## config.mk

```make
export PLATFORM = sky130hd
export DESIGN_NAME = pll_lock_supervisor
export DESIGN_NICKNAME = d
export VERILOG_FILES = /design/src/rtl/pll_lock_supervisor.sv
export SDC_FILE = /design/constraint.sdc
export NUM_CORES = 1
export LEC_CHECK = 0
export BUFFER_PORTS_ARGS = -buffer_cell sky130_fd_sc_hd__buf_4
export CORE_MARGIN = 2
export CORE_UTILIZATION = 45
export CTS_CLUSTER_DIAMETER = 120
export CTS_CLUSTER_SIZE = 8
export DETAILED_ROUTE_END_ITERATION = 10
export GPL_ROUTABILITY_DRIVEN = 0
export HOLD_SLACK_MARGIN = 0.03
export PLACE_DENSITY_LB_ADDON = 0.3
export SLEW_MARGIN = 20
export SYNTH_ARGS = -nofsm -noshare
export SYNTH_HDL_FRONTEND = slang
export SYNTH_SLANG_ARGS = --single-unit
export TNS_END_PERCENT = 1
```

## constraint.sdc

```tcl
create_clock -name clkin -period 2.55 [get_ports clkin]
set_input_delay 0.51 -clock clkin [delete_from_list [all_inputs] [get_ports clkin]]
set_output_delay 0.51 -clock clkin [all_outputs]
set_load 0.005 [all_outputs]
```

## src/rtl/pll_lock_supervisor.sv

```systemverilog
// rPLL bring-up sequencer: reset pulse, lock wait with retries,
// lock qualification, run-mode loss detection and event counters.
module pll_lock_supervisor #(
  parameter int RST_PULSE_CYC    = 27,
  parameter int LOCK_TIMEOUT_CYC = 2700,
  parameter int LOCK_STABLE_CYC  = 256,
  parameter int LOST_FILTER      = 4,
  parameter int MAX_RETRY        = 7
) (
  input  logic       clkin,
  input  logic       rst_n,
  input  logic       lock,
  input  logic       restart,
  output logic       pll_reset,
  output logic       sys_rst_n,
  output logic       locked_ok,
  output logic       fail,
  output logic [3:0] retry_cnt,
  output logic [7:0] lost_cnt
);

  localparam int M0 = (RST_PULSE_CYC > LOCK_TIMEOUT_CYC) ?
                      RST_PULSE_CYC : LOCK_TIMEOUT_CYC;
  localparam int M1 = (M0 > LOCK_STABLE_CYC) ? M0 : LOCK_STABLE_CYC;
  localparam int M2 = (M1 > LOST_FILTER) ? M1 : LOST_FILTER;
  localparam int CW = $clog2(M2 + 1);

  localparam logic [CW-1:0] RP_END = CW'(RST_PULSE_CYC - 1);
  localparam logic [CW-1:0] TO_END = CW'(LOCK_TIMEOUT_CYC - 1);
  localparam logic [CW-1:0] ST_END = CW'(LOCK_STABLE_CYC - 1);
  localparam logic [CW-1:0] LF_END = CW'(LOST_FILTER - 1);
  localparam logic [3:0]    RT_MAX = 4'(MAX_RETRY);

  typedef enum logic [2:0] {
    S_RESET_PLL,
    S_WAIT_LOCK,
    S_STABLE,
    S_RUN,
    S_FAIL
  } state_t;

  state_t        state, state_d;
  logic [CW-1:0] cnt, cnt_d;
  logic [3:0]    retry_d;
  logic [7:0]    lost_d;
  logic          lock_m, lock_s;
  logic          pll_reset_d, sys_rst_n_d, fail_d;

  always_ff @(posedge clkin or negedge rst_n) begin
    if (!rst_n) begin
      lock_m <= 1'b0;
      lock_s <= 1'b0;
    end else begin
      lock_m <= lock;
      lock_s <= lock_m;
    end
  end

  always_comb begin
    state_d = state;
    cnt_d   = cnt + CW'(1);
    retry_d = retry_cnt;
    lost_d  = lost_cnt;
    unique case (state)
      S_RESET_PLL: begin
        if (cnt == RP_END) state_d = S_WAIT_LOCK;
      end
      S_WAIT_LOCK: begin
        if (lock_s) begin
          state_d = S_STABLE;
        end else if (cnt == TO_END) begin
          if (retry_cnt == RT_MAX) begin
            state_d = S_FAIL;
          end else begin
            retry_d = retry_cnt + 4'd1;
            state_d = S_RESET_PLL;
          end
        end
      end
      S_STABLE: begin
        if (!lock_s) begin
          state_d = S_WAIT_LOCK;
        end else if (cnt == ST_END) begin
          retry_d = '0;
          state_d = S_RUN;
        end
      end
      S_RUN: begin
        // cnt is the consecutive lock-low streak here
        if (lock_s) begin
          cnt_d = '0;
        end else if (cnt == LF_END) begin
          if (lost_cnt != 8'hFF) lost_d = lost_cnt + 8'd1;
          state_d = S_RESET_PLL;
        end
      end
      S_FAIL: begin
        cnt_d = '0;
      end
      default: begin
        state_d = S_RESET_PLL;
      end
    endcase
    if (state_d != state) cnt_d = '0;
    if (restart) begin
      state_d = S_RESET_PLL;
      cnt_d   = '0;
      retry_d = '0;
    end
    pll_reset_d = (state_d == S_RESET_PLL) || (state_d == S_FAIL);
    sys_rst_n_d = (state_d == S_RUN);
    fail_d      = (state_d == S_FAIL);
  end

  always_ff @(posedge clkin or negedge rst_n) begin
    if (!rst_n) begin
      state     <= S_RESET_PLL;
      cnt       <= '0;
      retry_cnt <= '0;
      lost_cnt  <= '0;
      pll_reset <= 1'b1;
      sys_rst_n <= 1'b0;
      locked_ok <= 1'b0;
      fail      <= 1'b0;
    end else begin
      state     <= state_d;
      cnt       <= cnt_d;
      retry_cnt <= retry_d;
      lost_cnt  <= lost_d;
      pll_reset <= pll_reset_d;
      sys_rst_n <= sys_rst_n_d;
      locked_ok <= sys_rst_n_d;
      fail      <= fail_d;
    end
  end

endmodule

```

==> impl_metrics.yaml, run 1 <==
timing:
  clock-skew-final_ns: 0.00546
  worstMarginPinSlew_ns: 0.429
  period_needed_ns: 2.30
  timing.fmax_ghz: 0.435
  fin_crit_sh: 0.902
  fin_ws_ns: 0.250
  relSlewSlack: 0.710
  slew_viol_final: 0
  setup_violations: 0
  final_hold_viol_count: 0
  rsz0062_at_grt: "false"
  whs_ns: 0.155
  totalNegativeSetupSlack_ns: 0
die:
  die_h_um: 64.9
  io_pins: 20
  core-area_um2: 3610
  die_w_um: 64.9
  fp-row-count: 22
  start_util: 0.462
  dieArea_um2: 4210
synthesis:
  synth-seq-area-share: 0.481
  ys_async_sr_fraction: 1.00
  yosysWarnings: 0
  synth_area_um2: 1670
  synth_top_area_share: 0.465
  ys.flop_type: "dfrtp_1"
  ys_top_cells_by_area: "dfrtp_1 47%, xnor2_1 7.4%, nor2_1 3.8%"
  syn_inst: 162
  synthDistinctLibCells: 43
  synth_seq_cells: 32
  syn_avg_cell_area_um2: 10.3
  syn-num-nets: 170
  yosys.area.top_type: "dfrtp_1"
  synth_edf_count: 0
outcome:
  status: "complete, no violations"
clocking:
  clock_path_buffers: 2
  ctsHoldBuffers: 0
  cts_tree: "yes"
  cts_buffers: 5
  clkSinkCount: 32
  root_buffer: "clkbuf_8"
  clk_latency_ns: 0.28
  htree_levels: 2
  clk_pin_slew_ns: 0.06
route:
  routed_wl_um: 3170
  detail-route-antenna-nets: 0
  wl_per_cell_um: 13.7
  vias: 1275
  firstDrtPassIters: 4
  avgViaCountPerCell: 5.50
  drt-initial-drc-count: 28
  drc: 0
power_and_ir_drop:
  cellLeakagePower_nw: 0.868
  ir_drop_v: 0.000301
  finalPower_mw: 0.997
  power_density_nw_per_um2: 514
worst_setup_path:
  end_kind: "register"
  crit_fanout: 8
  worstPathRequired_ns: 2.71
  worstPathArrival_ns: 2.46
  start_kind: "register"
  crit_type: "reg2reg"
placement:
  dpl.cell_count: 224
  dpl_cell_area_um2: 1840
  portBuffers: 19
  pre_cts_ws_ns: 0.220
  hpwl_um: 2300
final_layout:
  mostFrequentLayoutCells: "31 x dfrtp_1, 19 x buf_4, 17 x nor2_1"
  layout-drive-gt1-share: 0.179
  area_growth_pct: 16.3
  register_area_um2: 802
  antenna_cells: 0
  layout_commonest_cell: "dfrtp_1"
  final_cells: 232
  multi_input_area_um2: 825
  nFillCells: 338
  postLayoutCellArea_um2: 1940
  fin_nets: 191
  fin_util: 0.537
global_route:
  antenna_found_initial: 0
  track_usage: 0.177
  gr-total-overflow: 0
  grt_pass1_vias: 1237
  grt_max_degree: 33
  grt_pass1_wl_um: 5610
hold_path:
  hold_path.class: "in2async"
run:
  maxCapViolCount: 0
## timing repair
action,in CTS,in global routing
setup buffers,0,0
endpoints found under the setup margin,0,1
hold endpoints to repair,0,0
gates resized for setup,0,1
## power breakdown
part | internal [mW] | leakage (nW) | switching [mW]
logic | 0.0319 | 0.388 | 0.0361
registers | 0.522 | 0.434 | 0.0189
clock network | 0.220 | 0.0455 | 0.168
## critical path: stages (launching register included)
cell and delay, ns:
dfrtp_1 0.40, ha_1 0.25, or4b_4 0.53, nor4_1 0.24, and4_1 0.42, mux2_1 0.35
## kinds of logic after synthesis
kind of cell	Yosys count	share of synthesized area
AND/OR/NAND/NOR	79	0.281
flip-flops	32	0.481
AO/OA/AOI/OAI	18	0.0803
XOR/XNOR	18	0.0946
buffers and inverters	10	0.0263
adder cells (fa/ha/maj)	4	0.0300
multiplexers	1	0.00676
## sequential cells by signal, indices dropped and copies added (netlist names)
name	count
pll_reset	1
locked_ok	1
lock_m	1
retry_cnt	4
lock_s	1
state	3
fail	1
cnt	12
lost_cnt	8
## per-layer routing
metal | vias up | GRT usage | part of all wire
li1 | 621 | - | -
met1 | 617 | 0.208 | 0.43
met2 | 29 | 0.300 | 0.50
met3 | 8 | 0.0469 | 0.045
met4 | 0 | 0.0798 | 0.023
met5 | - | 0 | 0
## cell type report
type,instances,area share
Clock buffer,8,0.0465
Tap cell,48,0.0310
Multi-Input combinational cell,120,0.425
Inverter,5,0.00968
Timing Repair Buffer,19,0.0736
Sequential cell,32,0.414
## synth_stat cells (2+ instances only)
cell type / instances
buf_2: 2
inv_1: 5
or4_1: 2
dfrtp_1: 31
nand2b_1: 4
clkbuf_1: 2
o21ai_1: 4
xor2_1: 4
a21oi_1: 5
nand2_1: 11
nor2_1: 17
or4b_1: 3
nor3_1: 4
and4_1: 3
nand4_1: 4
o31ai_1: 3
xnor2_1: 14
nand3_1: 10
nor4b_1: 2
and3_1: 6
ha_1: 4
## path summary, 6_finish.rpt
check | start | end | slack, ns | cells past startpoint
worst max-delay path | cnt[0] | lost_cnt[1] | 0.25 | 5
worst min-delay path | rst_n | retry_cnt[0] | 0.16 | 1
worst max register to register | cnt[0] | lost_cnt[1] | 0.25 | 5
worst min register to register | lock_m | lock_s | 0.37 | 0
max in group asynchronous | rst_n | pll_reset | 2.07 | 1
min in group clkin | lock | lock_m | 0.33 | 1
No activity file was read; power rests on OpenSTA's default activity.
==> run 2: changes to the inputs <==
BUFFER_PORTS_ARGS = unset   (was -buffer_cell sky130_fd_sc_hd__buf_4)
DONT_BUFFER_PORTS = 1   (was unset)
RECOVER_POWER = 25   (was unset)
clock period = 1.9 ns   (was 2.55 ns; I/O delays follow)
==> run 2 against run 1 <==
Against the previous run:
- total power rose by 36%
- hold slack worse by 0.037 ns
- the flow now finishes with violations (negative setup slack)
- maximum frequency is 9.3% higher
- final area up 8.7%
- die area is the same
- via count up 7.1%
- utilization grew 4.6 points
- register-to-register slack got worse by 0.45 ns
- non-clock buffer count grew 15
- critical path type unchanged
- first-iteration DRC count grew 39%
- critical path depth unchanged
==> impl_metrics.yaml, run 2 (synthesized netlist as in run 1, its figures left out) <==
outcome:
  status: "complete, but fails checks"
  failed_checks: "negative setup slack"
timing:
  fin_crit_sh: 1.11
  worstMarginPinSlew_ns: 0.775
  rsz0062_at_grt: "true"
  period_needed_ns: 2.10
  timing.fmax_ghz: 0.475
  final_hold_viol_count: 0
  clock-skew-final_ns: 0.00534
  slew_viol_final: 0
  fin_ws_ns: -0.203
  relSlewSlack: 0.483
  setup_violations: 23
die:
  die_w_um: 64.9
  io_pins: 20
  dieArea_um2: 4210
  start_util: 0.462
  core-area_um2: 3610
  die_h_um: 64.9
  fp-row-count: 22
route:
  firstDrtPassIters: 4
  wl_per_cell_um: 15.9
  drt-initial-drc-count: 39
  detail-route-antenna-nets: 0
  vias: 1365
  avgViaCountPerCell: 5.53
  routed_wl_um: 3920
  drc: 0
power_and_ir_drop:
  seqPwrFrac: 0.533
  p_int_mw: 1.04
  power_density_nw_per_um2: 645
  ir_drop_v: 0.000529
  pwr-share-clk: 0.397
  comb_power_share: 0.070
  switchingPower_mw: 0.321
  cellLeakagePower_nw: 0.967
  finalPower_mw: 1.36
  switching_share: 0.236
final_layout:
  layout_commonest_cell: "buf_4"
  layout-drive-gt1-share: 0.296
  nFillCells: 315
  mostFrequentLayoutCells: "32 x buf_4, 30 x dfrtp_1, 17 x nor2_1"
  area_growth_pct: 26.4
  fin_nets: 206
  regMostFlops: "cnt"
  antenna_cells: 0
  largestRegisters: "cnt (12), lost_cnt (8), retry_cnt (4)"
  largest_register_ffs: 12
clocking:
  clock_path_buffers: 2
  htree_levels: 2
  cts_tree: "yes"
  clk_latency_ns: 0.29
  clkSinkCount: 32
  root_buffer: "clkbuf_8"
  cts_buffers: 5
  clk_pin_slew_ns: 0.06
worst_setup_path:
  worstPathArrival_ns: 2.27
  crit_fanout: 6
  crit_type: "reg2reg"
  start_kind: "register"
  worstPathRequired_ns: 2.07
  end_kind: "register"
  reg2regPathDepth: 5
placement:
  portBuffers: 0
  pre_cts_ws_ns: -0.201
  hpwl_um: 2830
global_route:
  gr-total-overflow: 0
  grt_pass1_wl_um: 6500
  grt_pass1_vias: 1402
  track_usage: 0.209
  antenna_found_initial: 0
  grt_max_degree: 33
hold_path:
  hold_path.class: "in2reg"
  min_path_cells: 0
run:
  maxCapViolCount: 0
[run 2: layer usage]
metal | up-vias | global-route usage | wire length, um
met2 | 33 | 0.369 | 2070
met3 | 9 | 0.0642 | 171
li1 | 658 | - | -
met5 | - | 0 | 0
met4 | 0 | 0.109 | 107
met1 | 665 | 0.222 | 1570
[run 2: power by group through the flow]
stage          Sequential [mW]  Combinational [mW]  Clock [mW]
2_1_floorplan            0.731              0.0492           0
3_3_place_gp             0.735              0.0734           0
3_5_place_dp             0.736              0.0771           0
4_1_cts                  0.723               0.100       0.552
5_1_grt                  0.727               0.109       0.577
6_report                 0.724              0.0947       0.539
[run 2: worst paths after layout]
kind | to | start | slack (ns)
max | cnt[7] | cnt[11] | -0.20
min | lock_m | lock | 0.12
max reg2reg | cnt[7] | cnt[11] | -0.20
min reg2reg | lock_s | lock_m | 0.37
max in group asynchronous | state[1] | rst_n | 0.61
min in group asynchronous | cnt[2] | rst_n | 0.74
[run 2: stage by stage]
step	hold WS [ns]	instance area [um^2]	utilization	std cells	TNS, ns
2_1_floorplan	0.0844	1690	-	162	-0.839
3_3_place_gp	0.0851	1950	0.542	236	-2.02
3_5_place_dp	0.0851	1950	0.542	236	-2.84
4_1_cts	0.110	2100	0.583	246	-1.92
5_1_grt	0.107	2110	0.584	247	-4.43
6_report	0.118	2110	0.584	247	-2.14
[run 2: area by class of cell]
cell class	instances	area (um^2)	area share
tap	48	60.1	0.0285
sequential	32	803	0.381
clock buffer	8	90.1	0.0428
inverter	5	18.8	0.00891
timing repair buffer	34	255	0.121
multi-input combinational	120	878	0.417
[run 2: timing repair]
item	in CTS	in global routing
gates resized for setup	8	3
setup endpoints to repair	27	29
hold buffers	2	0
endpoints found under the hold margin	32	0
setup buffers	0	1
pin swaps	7	5
[run 2: critical path, cell delays in order, from the launching register on]
cell	delay, ns
dfrtp_1	0.38
or4_4	0.58
or4_4	0.53
and3_4	0.18
nand4_1	0.22
nor2_1	0.09
==> run 3: changes to the inputs <==
ABC_AREA = 1   (was unset)
==> run 3 against run 2 <==
Against the previous run:
- the flow now finishes without violations
- hold slack improved by 0.012 ns
- global-route usage fell by 3.0 points
- sequential cell count did not move
==> impl_metrics.yaml, run 3 <==
clocking:
  clk_pin_slew_ns: 0.06
  cts_tree: "yes"
  clock_path_buffers: 2
  clk_latency_ns: 0.28
  root_buffer: "clkbuf_8"
  ctsResizeCount: 0
  cts_buffers: 5
  postCtsSetupBuffers: 0
  htree_levels: 2
  clkSinkCount: 32
die:
  core-area_um2: 4090
  dieArea_um2: 4860
  die_h_um: 69.7
  die_w_um: 69.7
  io_pins: 20
  fp-row-count: 23
  start_util: 0.476
timing:
  fin_ws_ns: 0.179
  totalNegativeSetupSlack_ns: 0
  setup_violations: 0
  clock-skew-final_ns: 0.00520
  rsz0062_at_grt: "false"
  timing.fmax_ghz: 0.581
  period_needed_ns: 1.72
  worstMarginPinSlew_ns: 0.764
  final_hold_viol_count: 0
  fin_crit_sh: 0.906
  slew_viol_final: 0
  relSlewSlack: 0.491
synthesis:
  synthDistinctLibCells: 34
  ys_top_cells_by_area: "dfrtp_1 40%, nand2_1 8.9%, nor3_2 7.2%"
  synth_top_area_share: 0.399
  yosysMostFrequentCell: "nand2_1"
  syn_avg_cell_area_um2: 8.16
  syn_inst: 238
  yosysWarnings: 0
  ys_async_sr_fraction: 1.00
  ys.flop_type: "dfrtp_1"
  synth_edf_count: 0
  synth-seq-area-share: 0.413
  yosys.area.top_type: "dfrtp_1"
  synth_seq_cells: 32
  synth_area_um2: 1940
  synth_commonest_cells: "46 x nand2_1, 31 x dfrtp_1, 24 x inv_1, 22 x nor2_1, 21 x nand3_1"
  syn-num-nets: 246
final_layout:
  fin_nets: 253
  antenna_cells: 0
  largestRegisters: "cnt (12), lost_cnt (8), retry_cnt (4)"
  mostFrequentLayoutCells: "46 x nand2_1, 31 x dfrtp_1, 24 x inv_1"
  largest_register_ffs: 12
  postLayoutCellArea_um2: 2120
  regMostFlops: "cnt"
  layout-drive-gt1-share: 0.211
  area_growth_pct: 9.14
  layout_commonest_cell: "nand2_1"
route:
  routed_wl_um: 3760
  detail-route-antenna-nets: 0
  wl_per_cell_um: 12.7
  avgViaCountPerCell: 5.28
  drt-initial-drc-count: 95
  firstDrtPassIters: 4
  drc: 0
  vias: 1564
worst_setup_path:
  start_kind: "register"
  crit_type: "reg2reg"
  worstPathArrival_ns: 1.88
  worstReg2RegStart: "cnt[1]"
  end_kind: "register"
  worstPathRequired_ns: 2.06
  r2r_slack_ns: 0.18
  r2r_end: "cnt[0]"
  crit_fanout: 12
  reg2regPathDepth: 9
power_and_ir_drop:
  finalPower_mw: 1.42
  comb_power_share: 0.051
  pwr-share-clk: 0.445
  cellLeakagePower_nw: 0.966
  switchingPower_mw: 0.306
  ir_drop_v: 0.000780
  seqPwrFrac: 0.504
  switching_share: 0.216
  power_density_nw_per_um2: 669
  p_int_mw: 1.11
hold_path:
  min_path_cells: 0
  holdPathEnd: "lock_m"
  hold_path.class: "in2reg"
  min-delay-start: "lock"
run:
  maxCapViolCount: 0
global_route:
  grt_pass1_vias: 1585
  grt_max_degree: 33
  track_usage: 0.179
  antenna_found_initial: 0
  gr-total-overflow: 0
  grt_pass1_wl_um: 6990
placement:
  hpwl_um: 2860
  dpl_cell_area_um2: 2000
  portBuffers: 0
  pre_cts_ws_ns: 0.190
outcome:
  status: "complete, no violations"
[run 3: power groups by stage]
| stage | Combinational, mW | Clock, mW | Sequential [mW] |
|---|---|---|---|
| after global routing | 0.0854 | 0.682 | 0.717 |
| final | 0.0730 | 0.631 | 0.715 |
| after detailed placement | 0.0589 | 0 | 0.728 |
| after CTS | 0.0796 | 0.649 | 0.715 |
| after global placement | 0.0579 | 0 | 0.728 |
| after floorplan | 0.0507 | 0 | 0.722 |
[run 3: routing by layer]
metal  global-route usage  vias to the layer above  part of all wire
met5                    0                        -                 0
met4               0.0662                        0             0.016
met3               0.0436                        6             0.040
met2                0.299                       33              0.49
met1                0.224                      740              0.46
li1                     -                      785                 -
[run 3: logic make-up after synthesis]
logic type | count (synthesis) | synth area share
AOI/OAI and AO/OA | 24 | 0.0766
xor gates and xnor gates | 7 | 0.0316
adders and majority gates | 4 | 0.0258
buffers and inverters | 37 | 0.0837
DFF | 32 | 0.413
muxes | 1 | 0.00515
and+or+nand+nor | 133 | 0.364
[run 3: cell type report]
type | instances | area (um^2)
Multi-Input combinational cell | 169 | 978
Clock inverter | 2 | 35.0
Inverter | 32 | 120
Tap cell | 50 | 62.6
Timing Repair Buffer | 5 | 50.0
Clock buffer | 6 | 72.6
Fill cell | 409 | 1970
Sequential cell | 32 | 802
[run 3: how the worst max path moves through the flow]
| stage | startpoint | to | slack [ns] | cells after the start |
|---|---|---|---|---|
| after floorplan | cnt[1] | cnt[10] | 0.36 | 9 |
| after global placement | cnt[0] | retry_cnt[2] | 0.25 | 9 |
| after detailed placement | cnt[1] | cnt[0] | 0.19 | 9 |
| after CTS | cnt[1] | cnt[0] | 0.18 | 9 |
| after global routing | cnt[7] | lost_cnt[7] | 0.002 | 7 |
| final | cnt[1] | cnt[0] | 0.18 | 9 |
[run 3: timing repair]
| action | in CTS | in global routing |
|---|---|---|
| setup endpoints to repair | 0 | 0 |
| hold buffers | 2 | 0 |
| endpoints found under the hold margin | 32 | 0 |
[run 3: critical path, stage by stage (launching register included)]
cell,delay [ns]
dfrtp_1,0.37
ha_1,0.24
nand2_1,0.14
nor2_4,0.15
nand3_1,0.12
nand2_1,0.11
nand2_2,0.07
a31oi_4,0.18
buf_12,0.17
nor3_1,0.05
[run 3: metrics by stage]
stage                     hold slack, ns  std cells  utilization
after floorplan                   0.0844        238            -
after global placement            0.0857        286        0.489
after detailed placement          0.0857        286        0.489
after CTS                          0.121        296        0.523
after global routing               0.114        296        0.519
final                              0.130        296        0.519
